===== config.mk =====
export PLATFORM = sky130hd
export DESIGN_NAME = mfp_ahb_lite_master
export DESIGN_NICKNAME = d
export VERILOG_FILES = /design/src/rtl/mfp_ahb_lite_master.sv
export SDC_FILE = /design/constraint.sdc
export NUM_CORES = 1
export LEC_CHECK = 0
export BUFFER_PORTS_ARGS = -buffer_cell sky130_fd_sc_hd__buf_2
export CORE_AREA = 5 5 105 107
export DETAILED_ROUTE_END_ITERATION = 16
export DIE_AREA = 0 0 110 112
export GPL_ROUTABILITY_DRIVEN = 0
export HOLD_SLACK_MARGIN = 0.05
export PLACE_DENSITY = 0.95
export SLEW_MARGIN = 5
export SYNTH_ARGS = -nofsm -noshare
export SYNTH_HDL_FRONTEND = slang
export SYNTH_SLANG_ARGS = --single-unit

===== constraint.sdc =====
create_clock -name HCLK -period 2.6 [get_ports HCLK]
set_clock_uncertainty 0.1 [all_clocks]
set_input_delay 0.26 -clock HCLK [delete_from_list [all_inputs] [get_ports HCLK]]
set_output_delay 0.26 -clock HCLK [all_outputs]
set_load 0.05 [all_outputs]

===== src/rtl/mfp_ahb_lite_master.sv =====
// AHB-Lite initiator: converts valid/ready requests into pipelined SINGLE transfers,
// overlapping the address phase of one transfer with the data phase of the previous.
module mfp_ahb_lite_master #(
  parameter logic [3:0] HPROT_VAL = 4'b0011,
  parameter bit         ERR_RETRY = 1'b1
) (
  input  logic        HCLK,
  input  logic        HRESETn,
  output logic [31:0] HADDR,
  output logic [2:0]  HBURST,
  output logic        HMASTLOCK,
  output logic [3:0]  HPROT,
  output logic [2:0]  HSIZE,
  output logic [1:0]  HTRANS,
  output logic        HWRITE,
  output logic [31:0] HWDATA,
  input  logic [31:0] HRDATA,
  input  logic        HREADY,
  input  logic        HRESP,
  input  logic        req_valid,
  output logic        req_ready,
  input  logic [31:0] req_addr,
  input  logic        req_write,
  input  logic [1:0]  req_size,
  input  logic [31:0] req_wdata,
  output logic        rsp_valid,
  output logic [31:0] rsp_rdata,
  output logic        rsp_error
);

  typedef enum logic [1:0] {
    HTRANS_IDLE   = 2'b00,
    HTRANS_NONSEQ = 2'b10
  } htrans_e;

  // Address stage (A) and data stage (D)
  logic        a_valid_q, a_valid_d;
  logic [31:0] haddr_q, haddr_d;
  logic        hwrite_q, hwrite_d;
  logic [1:0]  hsize_q, hsize_d;
  logic [31:0] a_wdata_q, a_wdata_d;
  logic        d_valid_q, d_valid_d;
  logic        d_write_q, d_write_d;
  logic [31:0] hwdata_q, hwdata_d;
  // Discarded-A bookkeeping when errored transfers are not retried
  logic        drop_q, drop_d;
  logic        pend_err_q, pend_err_d;
  // Response register
  logic        rsp_valid_q, rsp_valid_d;
  logic [31:0] rsp_rdata_q, rsp_rdata_d;
  logic        rsp_error_q, rsp_error_d;

  logic req_legal;
  logic cancel;
  logic bus_ready;
  logic idle_all;
  logic accept;
  logic load_a;
  logic illegal_acc;
  logic a_retire;
  logic d_done;
  logic discard;

  assign req_legal = (req_size == 2'd0) ||
                     ((req_size == 2'd1) && !req_addr[0]) ||
                     ((req_size == 2'd2) && (req_addr[1:0] == 2'b00));

  // First ERROR cycle: the slave has not yet released the bus, so a pending A must not be issued.
  assign cancel    = d_valid_q && HRESP && !HREADY;
  assign bus_ready = !a_valid_q || (HREADY && !cancel);
  assign idle_all  = !a_valid_q && !d_valid_q && !drop_q && !pend_err_q;
  assign req_ready = HRESETn && (req_legal ? bus_ready : idle_all);

  assign accept      = req_valid && req_ready;
  assign load_a      = accept && req_legal;
  assign illegal_acc = accept && !req_legal;
  assign a_retire    = a_valid_q && HREADY;
  assign d_done      = d_valid_q && HREADY;
  assign discard     = (ERR_RETRY == 1'b0) && cancel && a_valid_q;

  always_comb begin
    // NOTE: every signal gets its hold value first so no path leaves it unassigned (no latches).
    a_valid_d   = a_valid_q;
    haddr_d     = haddr_q;
    hwrite_d    = hwrite_q;
    hsize_d     = hsize_q;
    a_wdata_d   = a_wdata_q;
    d_valid_d   = d_valid_q;
    d_write_d   = d_write_q;
    hwdata_d    = hwdata_q;
    drop_d      = drop_q;
    pend_err_d  = d_done && drop_q;
    rsp_valid_d = 1'b0;
    rsp_rdata_d = '0;
    rsp_error_d = 1'b0;

    if (load_a) begin
      a_valid_d = 1'b1;
      haddr_d   = req_addr;
      hwrite_d  = req_write;
      hsize_d   = req_size;
      a_wdata_d = req_wdata;
    end else if (a_retire || discard) begin
      a_valid_d = 1'b0;
    end

    if (a_retire) begin
      d_valid_d = 1'b1;
      d_write_d = hwrite_q;
      hwdata_d  = a_wdata_q;
    end else if (d_done) begin
      d_valid_d = 1'b0;
    end

    if (discard) begin
      drop_d = 1'b1;
    end else if (d_done) begin
      drop_d = 1'b0;
    end

    if (d_done) begin
      rsp_valid_d = 1'b1;
      rsp_rdata_d = d_write_q ? 32'h0 : HRDATA;
      rsp_error_d = HRESP;
    end else if (pend_err_q || illegal_acc) begin
      rsp_valid_d = 1'b1;
      rsp_error_d = 1'b1;
    end
  end

  always_ff @(posedge HCLK) begin
    // NOTE: reset is sampled on the clock edge; HRESETn is not in the sensitivity list.
    if (!HRESETn) begin
      a_valid_q   <= 1'b0;
      haddr_q     <= '0;
      hwrite_q    <= 1'b0;
      hsize_q     <= '0;
      a_wdata_q   <= '0;
      d_valid_q   <= 1'b0;
      d_write_q   <= 1'b0;
      hwdata_q    <= '0;
      drop_q      <= 1'b0;
      pend_err_q  <= 1'b0;
      rsp_valid_q <= 1'b0;
      rsp_rdata_q <= '0;
      rsp_error_q <= 1'b0;
    end else begin
      // NOTE: non-blocking so every flop samples the pre-edge values.
      a_valid_q   <= a_valid_d;
      haddr_q     <= haddr_d;
      hwrite_q    <= hwrite_d;
      hsize_q     <= hsize_d;
      a_wdata_q   <= a_wdata_d;
      d_valid_q   <= d_valid_d;
      d_write_q   <= d_write_d;
      hwdata_q    <= hwdata_d;
      drop_q      <= drop_d;
      pend_err_q  <= pend_err_d;
      rsp_valid_q <= rsp_valid_d;
      rsp_rdata_q <= rsp_rdata_d;
      rsp_error_q <= rsp_error_d;
    end
  end

  assign HTRANS    = (a_valid_q && !cancel) ? HTRANS_NONSEQ : HTRANS_IDLE;
  assign HADDR     = haddr_q;
  assign HWRITE    = hwrite_q;
  assign HSIZE     = {1'b0, hsize_q};
  assign HWDATA    = hwdata_q;
  assign HBURST    = 3'b000;
  assign HMASTLOCK = 1'b0;
  assign HPROT     = HPROT_VAL;
  assign rsp_valid = rsp_valid_q;
  assign rsp_rdata = rsp_rdata_q;
  assign rsp_error = rsp_error_q;

endmodule


==> flow_metrics.py <==
metrics = {
    "status": {
        "status": "finished, final reports clean",
    },
    "clock_tree": {
        "cts_hold_buf": 107,
        "numCtsBuffers": 17,
        "root_buffer": "clkbuf_8",
        "cts.path.max_buffers": 2,
        "cts_tree": "yes",
        "clk_latency_ns": 0.50,
        "postCtsSetupBuffers": 0,
        "clk_pin_slew_ns": 0.06,
        "cts_sinks": 136,
        "cts-resized-gates": 0,
        "h-tree-depth": 4,
    },
    "die": {
        "coreArea_mm2": 0.0100,
        "io_pins": 217,
        "die_h_um": 112,
        "start_util_pct": 49.6,
        "rows": 37,
        "dieArea_mm2": 0.0123,
        "die_w_um": 110,
    },
    "worst_setup_path": {
        "path_max_fanout": 4,
        "cp_top_family": "buffers and inverters",
        "endpoint_kind": "primary output",
        "cp_cell_sequence": "dlygate4sd3_1 > buf_2 > a21oi_1 > nor3b_1 > o21ai_0 > buf_2",
        "slowest_delay_ns": 0.54,
        "path_depth": 6,
        "path_class": "in2out",
        "required_ns": 2.24,
        "r2r_cells": 5,
        "arrival_ns": 2.07,
        "path_common_cell": "buf_2",
        "crit_path_top_delay_cell": "dlygate4sd3_1",
        "start_kind": "input pin",
        "regToRegSetupSlack_ns": 0.65,
        "cp_num_buf_inv": 3,
    },
    "logic_synthesis": {
        "syn_area_mm2": 0.00499,
        "synthDistinctLibCells": 24,
        "synthXorXnorAreaFrac_pct": 0,
        "ys_seq_area_share_pct": 54.6,
        "yosysWarnings": 0,
        "avgSynthCellArea_um2": 9.28,
        "synth_top_family_by_area": "simple AND/OR/NAND/NOR gates",
        "synth-simple-area-share_pct": 20.7,
        "syn_inst": 537,
        "synthMuxAreaShare_pct": 13.5,
        "synth_compound_area_share_pct": 6.32,
        "synth-seq-cells": 136,
        "synth_adder_area_share_pct": 0,
    },
    "pwr": {
        "combPwrFrac_pct": 12.4,
        "p_seq_share_pct": 40.8,
        "clkPwrFrac_pct": 46.8,
        "swShare_pct": 24.9,
        "p_int_w": 0.00403,
        "power.leakage_nw": 3.90,
        "p_per_area_mw_per_mm2": 690,
        "max-vdd-ir-drop_mv": 0.441,
        "p_sw_w": 0.00134,
    },
    "place": {
        "dp_hpwl_mm": 8.54,
        "place_worst_setup_slack_ns": 0.875,
        "port_buffers": 206,
        "placed_area_mm2": 0.00607,
    },
    "timing": {
        "hold_viol_final": 0,
        "slew_violations": 0,
        "period_needed_ns": 2.43,
        "setup_violations": 0,
        "timing.fmax_ghz": 0.412,
        "fin_ws_ns": 0.172,
        "tightest_slew_ns": 0.678,
        "finalCritPeriodShare_pct": 93.4,
        "finalSetupTns_ns": 0,
        "slew_headroom_pct": 54.8,
        "rsz0062_at_grt": "false",
    },
    "cells_and_area": {
        "areaGrowthSynthToFinish_pct": 55.8,
        "fin_area_mm2": 0.00777,
        "layout_common_cells": "205 x buf_2, 201 x nand2_1, 136 x dfxtp_1",
        "drive_gt1_share_pct": 29.2,
        "final_common_cell": "buf_2",
        "finalNetCount": 944,
    },
    "route": {
        "wirelength_mm": 15.8,
        "wl_per_cell_um": 16.0,
        "ant_nets": 0,
        "firstDrtPassIters": 6,
        "drc": 0,
        "drt_iter0_drc": 235,
        "vias_per_cell": 4.86,
        "num_vias": 4808,
    },
    "grt": {
        "grt_pass1_wl_mm": 24.9,
        "grt_antenna_before_repair": 2,
        "grt_max_degree": 80,
        "grt_pass1_vias": 5178,
        "grt_overflow": 0,
        "grt_usage_pct": 25.9,
    },
    "run": {
        "drv_cap": 0,
    },
    "hold_path": {
        "hold_path_depth": 3,
        "hold_path.class": "in2reg",
    },
}
flip-flops by register name, indices dropped and copies added, names as in the netlist:
name and flops:
HADDR 32, HWDATA 32, HWRITE 1, a_valid_q 1
a_wdata_q 32, d_valid_q 1, d_write_q 1, hsize_q 2
rsp_error 1, rsp_rdata 32, rsp_valid 1
kinds of logic after synthesis:
group           count (synthesis)
mux                            67
compound gates                 42
buf+inv                        46
flops                         136
other cells                     2
simple gates                  244
Yosys cell counts:
| cell | instances | share of area [%] |
|---|---|---|
| and3b_1 | 1 | 0.18 |
| o21a_1 | 3 | 0.45 |
| and3_1 | 1 | 0.13 |
| nor3_1 | 1 | 0.10 |
| buf_2 | 7 | 0.70 |
| clkbuf_1 | 26 | 2.0 |
| or3b_2 | 1 | 0.18 |
| and2_1 | 34 | 4.3 |
| a21boi_1 | 1 | 0.15 |
| mux2i_1 | 67 | 13 |
| dfxtp_1 | 136 | 55 |
| o211ai_1 | 1 | 0.15 |
| o211ai_2 | 1 | 0.25 |
| a21boi_0 | 34 | 5.1 |
| a21oi_1 | 1 | 0.10 |
| nor3_2 | 1 | 0.20 |
| nand2b_1 | 2 | 0.25 |
| conb_1 | 2 | 0.15 |
| nor3b_1 | 1 | 0.15 |
| nor2b_1 | 1 | 0.13 |
| nand2_1 | 201 | 15 |
| buf_4 | 11 | 1.7 |
| buf_6 | 2 | 0.45 |
| o21ai_0 | 1 | 0.10 |
metrics by stage:
| step | power, W | hold WS [ns] | std cells | util, % |
|---|---|---|---|---|
| after CTS | 0.00537 | 0.0509 | 989 | 77.3 |
| after detailed placement | 0.00275 | 0.348 | 850 | 60.4 |
| after global placement | 0.00274 | 0.342 | 850 | 60.4 |
| after floorplan | 0.00260 | 0.282 | 545 | - |
| after global routing | 0.00556 | 0.0733 | 990 | 77.3 |
| final | 0.00536 | 0.0868 | 990 | 77.3 |
worst reg2reg max path, cell delays in order, from the launching register on:
cell           delay, ns
dfxtp_1             0.42
nand2b_1            0.15
o211ai_4            0.13
buf_12              0.28
mux2i_1             0.26
dlygate4sd3_1       0.57
final cells by class:
class / count / area [µm²]
Clock buffer: 19 / 432
Fill cell: 612 / 2280
Clock inverter: 13 / 190
Multi-Input combinational cell: 363 / 2060
Timing Repair Buffer: 322 / 2180
Tap cell: 136 / 170
Sequential cell: 136 / 2720
Antenna cell: 1 / 2.50
metal layers:
metal / track usage, % / up-vias / share of wire, %
met5: 0 / - / 0.076
met4: 15.4 / 2 / 5.2
met3: 8.29 / 76 / 8.8
met2: 45.9 / 243 / 51
met1: 25.9 / 2184 / 35
li1: - / 2303 / -
worst paths after layout:
kind / from / endpoint
setup / recovery: req_addr[0] / req_ready
setup reg to reg: a_valid_q / HADDR[31]
hold / removal: HRESETn / HADDR[11]
hold reg to reg: HADDR[11] / HADDR[11]
power groups by stage:
stage / sequential [W] / combinational [W] / clock (W)
2_1_floorplan: 0.00236 / 0.000239 / 0
5_1_grt: 0.00220 / 0.000709 / 0.00266
3_3_place_gp: 0.00223 / 0.000510 / 0
3_5_place_dp: 0.00223 / 0.000519 / 0
6_report: 0.00219 / 0.000665 / 0.00251
4_1_cts: 0.00219 / 0.000646 / 0.00254
No activity file was read; power rests on OpenSTA's default activity.
